File: src/rtl/chunk_serialize_param_pkg.sv
// Shared definitions for the chunk serializer/deserializer pair.
//   CHUNK_BYTES : default pixel chunk width in bytes
//   chunk_t     : one default-width pixel chunk
//   beats()     : number of narrow beats a chunk splits into
//   state_t     : serializer control state
package chunk_serialize_param_pkg;

    localparam int CHUNK_BYTES = 4;

    typedef logic [8*CHUNK_BYTES-1:0] chunk_t;

    typedef enum logic {
        S_IDLE = 1'b0,
        S_SEND = 1'b1
    } state_t;

    function automatic int beats(input int in_b, input int out_b);
        return in_b / out_b;
    endfunction

endpackage

File: src/rtl/chunk_serialize_param.sv
// chunk_serialize_param
//   Splits one IN_BYTES-wide AXI-Stream chunk into IN_BYTES/OUT_BYTES narrow beats,
//   LSB lane first (MSB_FIRST=0) or MSB lane first (MSB_FIRST=1). A shift register
//   holds the chunk being sent and a hold register takes the next chunk, so back-to-back
//   chunks leave as a contiguous beat stream with no bubble.
// Ports
//   clk          in   rising-edge clock
//   rst          in   asynchronous active-low reset
//   axis_i_data  in   IN_BYTES*8 chunk data
//   axis_i_vld   in   chunk valid
//   axis_i_rdy   out  chunk ready (registered, depends only on hold-register state)
//   axis_i_last  in   chunk last flag (read only with CHUNK_SERIALIZE_LAST_EN)
//   axis_o_data  out  OUT_BYTES*8 beat data (driven straight from the shift register)
//   axis_o_vld   out  beat valid
//   axis_o_rdy   in   beat ready
//   axis_o_last  out  beat last (0 unless CHUNK_SERIALIZE_LAST_EN)
// Configuration macro: CHUNK_SERIALIZE_LAST_EN - carry last through SR/HR and flag the
//   final beat of a last chunk. Undefined: no last storage, axis_o_last tied low.
module chunk_serialize_param
    import chunk_serialize_param_pkg::*;
#(
    parameter int IN_BYTES  = 4,
    parameter int OUT_BYTES = 1,
    parameter bit MSB_FIRST = 1'b0
) (
    input  logic                   clk,
    input  logic                   rst,
    input  logic [IN_BYTES*8-1:0]  axis_i_data,
    input  logic                   axis_i_vld,
    output logic                   axis_i_rdy,
    input  logic                   axis_i_last,
    output logic [OUT_BYTES*8-1:0] axis_o_data,
    output logic                   axis_o_vld,
    input  logic                   axis_o_rdy,
    output logic                   axis_o_last
);

    localparam int BEATS = beats(IN_BYTES, OUT_BYTES);
    localparam int IW    = (BEATS > 1) ? $clog2(BEATS) : 1;
    localparam int IN_W  = IN_BYTES * 8;
    localparam int OUT_W = OUT_BYTES * 8;

    generate
        if ((IN_BYTES % OUT_BYTES) != 0 ||
            !(OUT_BYTES == 1 || OUT_BYTES == 2 || OUT_BYTES == 4)) begin : g_bad_cfg
            $error("chunk_serialize_param: IN_BYTES must be a multiple of OUT_BYTES (1, 2 or 4)");
        end
    endgenerate

    state_t          state_q, state_d;
    logic [IN_W-1:0] sr_q, hr_q, sr_shifted;
    logic            hr_full_q, hr_full_d;
    logic [IW-1:0]   idx_q;
    logic            rdy_q;

    logic in_hs, out_hs, last_beat;
    logic sr_load_in, sr_load_hr, sr_shift, hr_cap;

    assign in_hs     = axis_i_vld && rdy_q;
    assign out_hs    = axis_o_vld && axis_o_rdy;
    assign last_beat = (idx_q == IW'(BEATS - 1));

    // The outgoing lane is fixed; the register shifts the next lane into it.
    generate
        if (MSB_FIRST) begin : g_msb
            assign axis_o_data = sr_q[IN_W-1 -: OUT_W];
            assign sr_shifted  = sr_q << OUT_W;
        end else begin : g_lsb
            assign axis_o_data = sr_q[OUT_W-1:0];
            assign sr_shifted  = sr_q >> OUT_W;
        end
    endgenerate

    // Datapath control. HR is drained before a fresh input may go straight to SR;
    // an input that is not consumed by SR this cycle lands in HR.
    always_comb begin
        sr_load_hr = out_hs && last_beat && hr_full_q;
        sr_load_in = in_hs && ((state_q == S_IDLE) || (out_hs && last_beat && !hr_full_q));
        sr_shift   = out_hs && !last_beat;
        hr_cap     = in_hs && !sr_load_in;
        hr_full_d  = hr_cap ? 1'b1 : (sr_load_hr ? 1'b0 : hr_full_q);
    end

    // State register
    always_ff @(posedge clk or negedge rst) begin
        if (!rst) state_q <= S_IDLE;
        else      state_q <= state_d;
    end

    // Next-state logic
    always_comb begin
        state_d = state_q;
        case (state_q)
            S_IDLE: if (in_hs) state_d = S_SEND;
            S_SEND: if (out_hs && last_beat && !hr_full_q && !in_hs) state_d = S_IDLE;
            default: state_d = S_IDLE;
        endcase
    end

    // Storage and beat counter
    always_ff @(posedge clk or negedge rst) begin
        if (!rst) begin
            sr_q      <= '0;
            hr_q      <= '0;
            hr_full_q <= 1'b0;
            idx_q     <= '0;
            rdy_q     <= 1'b0;
        end else begin
            // Ready is a flop so it stays low through reset and has no path from axis_o_rdy.
            rdy_q     <= !hr_full_d;
            hr_full_q <= hr_full_d;
            if (hr_cap) hr_q <= axis_i_data;
            if (sr_load_hr)      sr_q <= hr_q;
            else if (sr_load_in) sr_q <= axis_i_data;
            else if (sr_shift)   sr_q <= sr_shifted;
            if (out_hs && last_beat)  idx_q <= '0;
            else if (sr_shift)        idx_q <= idx_q + IW'(1);
            else if (sr_load_in)      idx_q <= '0;
        end
    end

`ifdef CHUNK_SERIALIZE_LAST_EN
    logic sr_last_q, hr_last_q;

    always_ff @(posedge clk or negedge rst) begin
        if (!rst) begin
            sr_last_q <= 1'b0;
            hr_last_q <= 1'b0;
        end else begin
            if (hr_cap) hr_last_q <= axis_i_last;
            if (sr_load_hr)      sr_last_q <= hr_last_q;
            else if (sr_load_in) sr_last_q <= axis_i_last;
        end
    end

    // Output logic
    always_comb begin
        axis_o_vld  = (state_q == S_SEND);
        axis_o_last = (state_q == S_SEND) && last_beat && sr_last_q;
    end
`else
    logic unused_last;
    assign unused_last = axis_i_last;

    // Output logic
    always_comb begin
        axis_o_vld  = (state_q == S_SEND);
        axis_o_last = 1'b0;
    end
`endif

    assign axis_i_rdy = rdy_q;

endmodule

File: config.mk
export PLATFORM = sky130hd
export DESIGN_NAME = chunk_serialize_param
export DESIGN_NICKNAME = d
export VERILOG_FILES = /design/src/rtl/chunk_serialize_param_pkg.sv /design/src/rtl/chunk_serialize_param.sv
export SDC_FILE = /design/constraint.sdc
export NUM_CORES = 1
export LEC_CHECK = 0
export CORE_ASPECT_RATIO = 0.75
export CORE_UTILIZATION = 54
export CTS_CLUSTER_DIAMETER = 80
export DETAILED_ROUTE_END_ITERATION = 8
export PLACE_DENSITY = 0.9
export RECOVER_POWER = 100
export SLEW_MARGIN = 20
export SYNTH_ARGS = -nofsm -noshare
export SYNTH_HDL_FRONTEND = slang
export SYNTH_SLANG_ARGS = --single-unit
File: constraint.sdc
create_clock -name clk -period 2.2 [get_ports clk]
set_clock_uncertainty 0.15 [all_clocks]
set_input_delay 0.44 -clock clk [delete_from_list [all_inputs] [get_ports clk]]
set_output_delay 0.44 -clock clk [all_outputs]
set_load 0.005 [all_outputs]
==> impl_metrics.toml, run 1 <==
[placed_design]
gp_congestion = 0.743
pre_cts_slack_ns = -0.0505
place_inst = 382
dpl_cell_area_um2 = 3790
hpwl_um = 4300
port_buffers = 45

[cts]
cts.sink_count = 69
cts-root-buf = "clkbuf_8"
clockBufferDepth = 2
cts_resized = 0
htree_levels = 3
clk_pin_slew_ns = 0.07
numCtsBuffers = 9
clk_latency_ns = 0.34
cts_tree = "done"

[layout]
layout-drive-gt1-share = 0.228
diodes = 0
layoutNonFillerInstCount = 398
finalInstanceArea_um2 = 3900
fin_util = 0.666
syn2layout_area_growth_pct = 18.3
layout.nets = 354

[logic_synthesis]
synth_ff_type = "dfrtp_1"
synth_seq_cells = 69
synthTopCellsByArea = "dfrtp_1, mux2_2, o211ai_2, mux2i_1, o21ai_0"
synth_edf_count = 0
syn_area_per_cell_um2 = 12.0
synth_fp_nets = 313
yosysUniqueCellTypes = 26
synthCells = 275
synth_top_area_frac = 0.524
ys_async_sr_fraction = 1.00
yosys_warnings = 0
synth-seq-area-share = 0.524
syn_area_um2 = 3300
synth_largest_area_cell = "dfrtp_1"

[floorplan]
initial_core_util = 0.563
rows = 24
ios = 48
fp.dieW_um = 92.2
dieArea_um2 = 6430
die_y_um = 69.7
coreArea_um2 = 5860

[detailed_routing]
first_iter_violations = 170
drt_pass1_iterations = 4
antenna_left = 0
vias_per_cell = 5.60
wire_per_inst_um = 16.3
dr_total_vias = 2229
drc_errors = 0
routed_wl_um = 6490

[job]
drv_cap = 0

[worst_setup_path]
path_delay_family = "buffers and inverters"
endpoint_kind = "output port"
crit_buf_inv = 1
worst_ep_required_time_ns = 1.61
crit_fanout = 8
cp.arrival_ns = 1.45
critPathLaunchType = "flip-flop"
path_cells = "clkdlybuf4s50_1"
reg2reg_slack_ns = 0.17
slowest_stage = "clkdlybuf4s50_1"
crit_type = "reg2out"
cpPeakStageDelay_ns = 0.57

[sta]
fin_crit_sh = 0.928
fin_ws_ns = 0.159
timing.slew.headroom = 0.308
whs_ns = 0.343
tightest_slew_ns = 1.04
hold_violations = 0
rsz0062_at_grt = "no"
fmax_mhz = 490
maxSlewViolCount = 0
fin_tns_setup_ns = 0
setup_violations = 0
min_period_ns = 2.04

[grt]
track_usage = 0.227
grt_overflow_total = 0
antenna_found_initial = 0
grt_max_degree = 54
grt_pass1_wl_um = 11200
grt_pass1_vias = 2346

[pwr]
leakagePower_nw = 1.66
vdd_drop_max_mv = 0.538
finalPower_mw = 4.47
powerDensity_nw_per_um2 = 1150

[min_path]
min_path_type = "reg2reg"

[outcome]
status = "finished clean"
## sequential cells by signal (all words and copies together) (netlist names)
| name | cells |
|---|---|
| axis_i_rdy | 1 |
| axis_o_vld | 1 |
| hr_full_q | 1 |
| hr_q | 32 |
| idx_q | 2 |
| sr_q | 32 |
## tightest hold or removal path, stage by stage (launching register included)
cell,delay (ns)
dfrtp_1,0.34
nand2_1,0.06
o211ai_2,0.06
## what timing repair did
action / 4_1_cts / 5_1_grt
hold buffers: 1 / 0
setup buffers: 0 / 0
endpoints found under the hold margin: 16 / 0
## synth_stat cells, drive strengths merged, types with 2 or more instances
master  count
dfrtp      69
nand2      40
clkbuf      9
a21oi       2
nand3       2
mux2       32
o21ai      33
and2        2
o211ai     24
buf        19
a22oi       8
or3         2
mux2i      24
inv         2
## cell usage in the layout (no fill, tap or decap), drive strengths merged
| cell | count |
|---|---|
| nor2b | 1 |
| dfrtp | 69 |
| conb | 1 |
| o32ai | 1 |
| nand2b | 1 |
| and2 | 2 |
| buf | 9 |
| or3 | 2 |
| a21oi | 2 |
| nand3b | 1 |
| o211ai | 24 |
| inv | 2 |
| nand2 | 40 |
| nand3 | 2 |
| clkdlybuf4s50 | 35 |
| mux2 | 32 |
| o21ai | 33 |
| dlygate4sd3 | 10 |
| ha | 1 |
| a22oi | 8 |
| mux2i | 24 |
| clkbuf | 18 |
| nor2 | 1 |
| clkinvlp | 1 |
## worst paths after layout
path | endpoint | start | cells after the start
worst min-delay path | sr_q[21] | hr_q[21] | 2
worst max-delay path | axis_o_vld | axis_o_vld | 1
min in group asynchronous | axis_i_rdy | rst | 2
worst min register to register | sr_q[21] | hr_q[21] | 2
max in group asynchronous | hr_q[21] | rst | 3
worst max register to register | sr_q[5] | idx_q[0] | 6
## report_power, final
part / leakage [nW] / internal, mW / switching, mW
Sequential: 0.869 / 1.77 / 0.270
Combinational: 0.711 / 0.777 / 0.782
Clock: 0.0768 / 0.436 / 0.438
Total: 1.66 / 2.98 / 1.49
## area by class of cell
cell class / instances / area (µm²)
Clock buffer: 14 / 153
Timing Repair Buffer: 58 / 564
Fill cell: 465 / 1960
Inverter: 2 / 7.51
Multi-Input combinational cell: 176 / 1340
Sequential cell: 69 / 1730
Clock inverter: 1 / 7.51
Tap cell: 78 / 97.6
## cell families after synthesis
group | synth area share
simple gates | 0.0676
fa+ha+maj | 0.00379
compound gates | 0.164
mux | 0.182
buf+inv | 0.0577
flops | 0.524
other cells | 0.00114
## layer usage
| layer | up-vias | global-route usage | routed length, µm |
|---|---|---|---|
| li1 | 1058 | - | - |
| met1 | 1100 | 0.297 | 2980 |
| met5 | - | 0 | 0 |
| met4 | 0 | 0.0660 | 67 |
| met3 | 9 | 0.0713 | 350 |
| met2 | 62 | 0.366 | 3090 |
Power figures use the tool's default switching activity.
==> inputs of run 2 (changes only) <==
==> constraint.sdc (replaced) <==
create_clock -name clk -period 2.2 [get_ports clk]
set_clock_uncertainty 0.15 [all_clocks]
set_input_delay 0.44 -clock clk [delete_from_list [all_inputs] [get_ports clk]]
set_output_delay 0.44 -clock clk [all_outputs]
set_load 0.02 [all_outputs]
==> impl_metrics.toml, run 2 (synthesized netlist as in run 1, its figures left out) <==
[min_path]
hold_path_startpoint = "hr_q[21]"
whs_endpoint = "sr_q[21]"
holdPathStages = 2
min_path_type = "reg2reg"

[sta]
fin_crit_sh = 0.925
tightest_slew_ns = 1.04
maxSlewViolCount = 0
hold_violations = 0
min_period_ns = 2.03
timing.slew.headroom = 0.305
setup_violations = 0
rsz0062_at_grt = "no"
fin_ws_ns = 0.166
fmax_mhz = 492
fin_tns_setup_ns = 0

[worst_setup_path]
cp.arrival_ns = 1.44
reg2reg_slack_ns = 0.21
worst_ep_required_time_ns = 1.61
crit_fanout = 8
endpoint_kind = "output port"
path_delay_family = "buffers and inverters"
slowest_stage = "clkdlybuf4s50_1"
critPathLaunchType = "flip-flop"
r2r_end = "sr_q[11]"
r2r_cells = 6
path_cells = "clkdlybuf4s50_1"
crit_buf_inv = 1
crit_type = "reg2out"
cpPeakStageDelay_ns = 0.64
r2r-start = "idx_q[0]"

[pwr]
power.share.combinational = 0.360
seqPwrFrac = 0.449
p_sw_mw = 1.55
clkPwrFrac = 0.192
vdd_drop_max_mv = 0.544
netSwitchingFraction = 0.341
internal_power_mw = 3.00
leakagePower_nw = 1.66
powerDensity_nw_per_um2 = 1170
finalPower_mw = 4.55

[cts]
clk_latency_ns = 0.34
clk_pin_slew_ns = 0.07
numCtsBuffers = 9
cts_tree = "done"
cts.sink_count = 69
clockBufferDepth = 2
htree_levels = 3
cts-root-buf = "clkbuf_8"

[placed_design]
dpl_cell_area_um2 = 3790
port_buffers = 45
hpwl_um = 4300
gp_congestion = 0.743
pre_cts_slack_ns = -0.0505

[layout]
fin_util = 0.667
layout-drive-gt1-share = 0.228
final_cell_mix = "dfrtp_1, nand2_1, clkdlybuf4s50_1"
finalInstanceArea_um2 = 3910
largestRegisters = "hr_q: 32 flops, sr_q: 32 flops, idx_q: 2 flops"
final_common_cell = "dfrtp_1"
nFillCells = 464
diodes = 0
syn2layout_area_growth_pct = 18.5
layout.nets = 354

[floorplan]
die_y_um = 69.7
ios = 48
rows = 24
coreArea_um2 = 5860
fp.dieW_um = 92.2
dieArea_um2 = 6430
initial_core_util = 0.563

[grt]
track_usage = 0.227
grt_overflow_total = 0
grt_max_degree = 54
grt_pass1_wl_um = 11200
grt_pass1_vias = 2346
antenna_found_initial = 0

[detailed_routing]
routed_wl_um = 6500
vias_per_cell = 5.63
wire_per_inst_um = 16.3
drt_pass1_iterations = 4
first_iter_violations = 162
antenna_left = 0
drc_errors = 0
dr_total_vias = 2240

[job]
drv_cap = 0

[outcome]
status = "finished clean"
## run 2: repair_timing
action,CTS,global route
hold buffers,1,0
hold endpoints to repair,16,0
endpoints found under the setup margin,0,1
buffers inserted,0,0
resized for setup,0,1
## run 2: worst max path at each step
| stage | end | depth (start not counted) | from | slack (ns) |
|---|---|---|---|---|
| final | axis_o_vld | 1 | axis_o_vld | 0.17 |
| after global routing | sr_q[5] | 6 | idx_q[0] | 0.09 |
| after CTS | axis_o_vld | 1 | axis_o_vld | 0.02 |
| after detailed placement | sr_q[0] | 7 | axis_o_rdy | -0.05 |
| after global placement | sr_q[1] | 7 | axis_o_rdy | -0.002 |
| after floorplan | sr_q[10] | 7 | idx_q[0] | 0.38 |
## run 2: power groups by stage
stage	combinational, mW	clock (mW)	sequential [mW]
after floorplan	1.33	0	1.98
after global placement	1.65	0	2.02
after detailed placement	1.72	0	2.07
after CTS	1.73	0.888	2.04
after global routing	1.79	0.949	2.11
final	1.64	0.874	2.04
## run 2: final cells by class
class,instances,area (µm²),area share
Sequential cell,69,1730,0.442
Timing Repair Buffer,58,577,0.148
Inverter,2,7.51,0.00192
Clock inverter,1,7.51,0.00192
Clock buffer,14,153,0.0391
Tap cell,78,97.6,0.0250
Multi-Input combinational cell,176,1340,0.342
## run 2: per-layer routing
layer / vias up / wire length (µm) / global-route usage
li1: 1061 / - / -
met1: 1115 / 2970 / 0.297
met2: 53 / 3140 / 0.366
met3: 11 / 304 / 0.0713
met4: 0 / 79 / 0.0660
met5: - / 0 / 0
## run 2: stage by stage
stage               hold WS [ns]  cells
global route               0.364    398
CTS                        0.344    398
global placement           0.240    382
finish                     0.340    398
floorplan               -0.00559    275
detailed placement         0.256    382
==> inputs of run 3 (changes only) <==
CORE_ASPECT_RATIO = 1.4   (was 0.75)
==> impl_metrics.toml, run 3 (synthesized netlist as in run 1, its figures left out) <==
[placed_design]
hpwl_um = 4110
gp_congestion = 0.767
place_inst = 375
port_buffers = 45

[layout]
largestRegisters = "hr_q: 32 flops, sr_q: 32 flops, idx_q: 2 flops"
layoutNonFillerInstCount = 392
syn2layout_area_growth_pct = 21.4
final_cell_mix = "dfrtp_1, nand2_1, clkdlybuf4s50_1"
diodes = 0
final_common_cell = "dfrtp_1"
layout-drive-gt1-share = 0.261
layout.nets = 355

[pwr]
finalPower_mw = 4.85
leakagePower_nw = 1.74
vdd_drop_max_mv = 0.710
powerDensity_nw_per_um2 = 1210

[cts]
cts_tree = "done"
clk_pin_slew_ns = 0.07
numCtsBuffers = 9
htree_levels = 3
clockBufferDepth = 2
cts_setup_buffers = 0
clk_latency_ns = 0.35
cts-root-buf = "clkbuf_8"
cts.sink_count = 69

[detailed_routing]
drt_pass1_iterations = 4
dr_total_vias = 2305
drc_errors = 0
antenna_left = 0
wire_per_inst_um = 16.8
vias_per_cell = 5.88
first_iter_violations = 245
routed_wl_um = 6600

[worst_setup_path]
crit_type = "in2reg"
r2r_cells = 5
critPathLaunchType = "input port"
r2r_end = "hr_q[14]"
worst_ep_required_time_ns = 2.28
endpoint_kind = "flip-flop"
cpPeakStageDelay_ns = 0.66
slowest_stage = "dlygate4sd3_1"
crit_buf_inv = 2
path_delay_family = "buffers and inverters"
reg2reg_slack_ns = 0.23
cp.arrival_ns = 2.17
r2r-start = "idx_q[0]"
crit_fanout = 22
path_cells = "dlygate4sd3_1 > nand3b_2 > nand3_1 > clkbuf_4 > mux2_2"

[job]
drv_cap = 0

[sta]
tightest_slew_ns = 0.693
fmax_mhz = 477
timing.slew.headroom = 0.538
fin_crit_sh = 0.953
fin_tns_setup_ns = 0
setup_violations = 0
hold_violations = 0
maxSlewViolCount = 0
min_period_ns = 2.10
whs_ns = 0.340
rsz0062_at_grt = "no"

[min_path]
holdPathStages = 2
hold_path_startpoint = "hr_q[23]"
whs_endpoint = "sr_q[23]"
min_path_type = "reg2reg"

[grt]
grt_max_degree = 60
grt_pass1_vias = 2336
track_usage = 0.237
antenna_found_initial = 0
grt_overflow_total = 0
grt_pass1_wl_um = 11000

[floorplan]
coreArea_um2 = 5860
ios = 48
initial_core_util = 0.562
dieArea_um2 = 6430
rows = 33
die_y_um = 94.5
fp.dieW_um = 68.0

[outcome]
status = "finished clean"
-- run 3: changes by cell type in the layout (fill, tap and decap cells not counted), moves of 2 or more --
| cell | change |
|---|---|
| clkinv_2 | +3 |
| o211ai_1 | -8 |
| bufinv_16 | +2 |
| o211ai_2 | +8 |
| buf_4 | -2 |
-- run 3: area by class of cell --
cell class,count,area [µm²]
inverter,2,7.51
tap,70,87.6
clock buffer,11,131
sequential,69,1730
multi-input combinational,176,1380
timing repair buffer,59,592
fill,418,1860
clock inverter,5,75.1
-- run 3: layer usage --
metal  global-route usage  wire [µm]
met3               0.0592        367
met4                0.128        151
met2                0.381       3350
met5                    0          0
met1                0.286       2730
-- run 3: per-stage QoR --
step	worst slack, ns	instance area (µm²)	util
finish	0.104	4000	0.683
global route	0.0400	4000	0.683
CTS	0.104	4040	0.688
detailed placement	-0.0748	3820	0.651
global placement	-0.0458	3820	0.651
floorplan	0.377	3300	-
-- run 3: power breakdown --
group / switching, mW / internal [mW]
combinational: 0.888 / 0.825
sequential: 0.272 / 1.77
clock: 0.456 / 0.633
total: 1.62 / 3.23
-- run 3: worst max path at each step --
stage,end,start,cells after the start
3_5_place_dp,sr_q[17],axis_o_rdy,6
5_1_grt,hr_q[25],axis_o_rdy,5
4_1_cts,axis_o_vld,axis_o_vld,1
3_3_place_gp,sr_q[23],axis_o_rdy,6
2_1_floorplan,sr_q[10],idx_q[0],7
6_report,hr_q[14],axis_o_rdy,5
-- run 3: tightest hold or removal path: cells and delay by family, from the launching register on --
kind,cells,cell delay [ns]
DFF,1,0.34
and+or+nand+nor,1,0.06
AOI/OAI and AO/OA,1,0.06
-- run 3: repair_timing --
item                                    CTS  global route
endpoints found under the setup margin    1             0
endpoints found under the hold margin    10             0
resized for setup                         1             0
hold buffers                              1             0
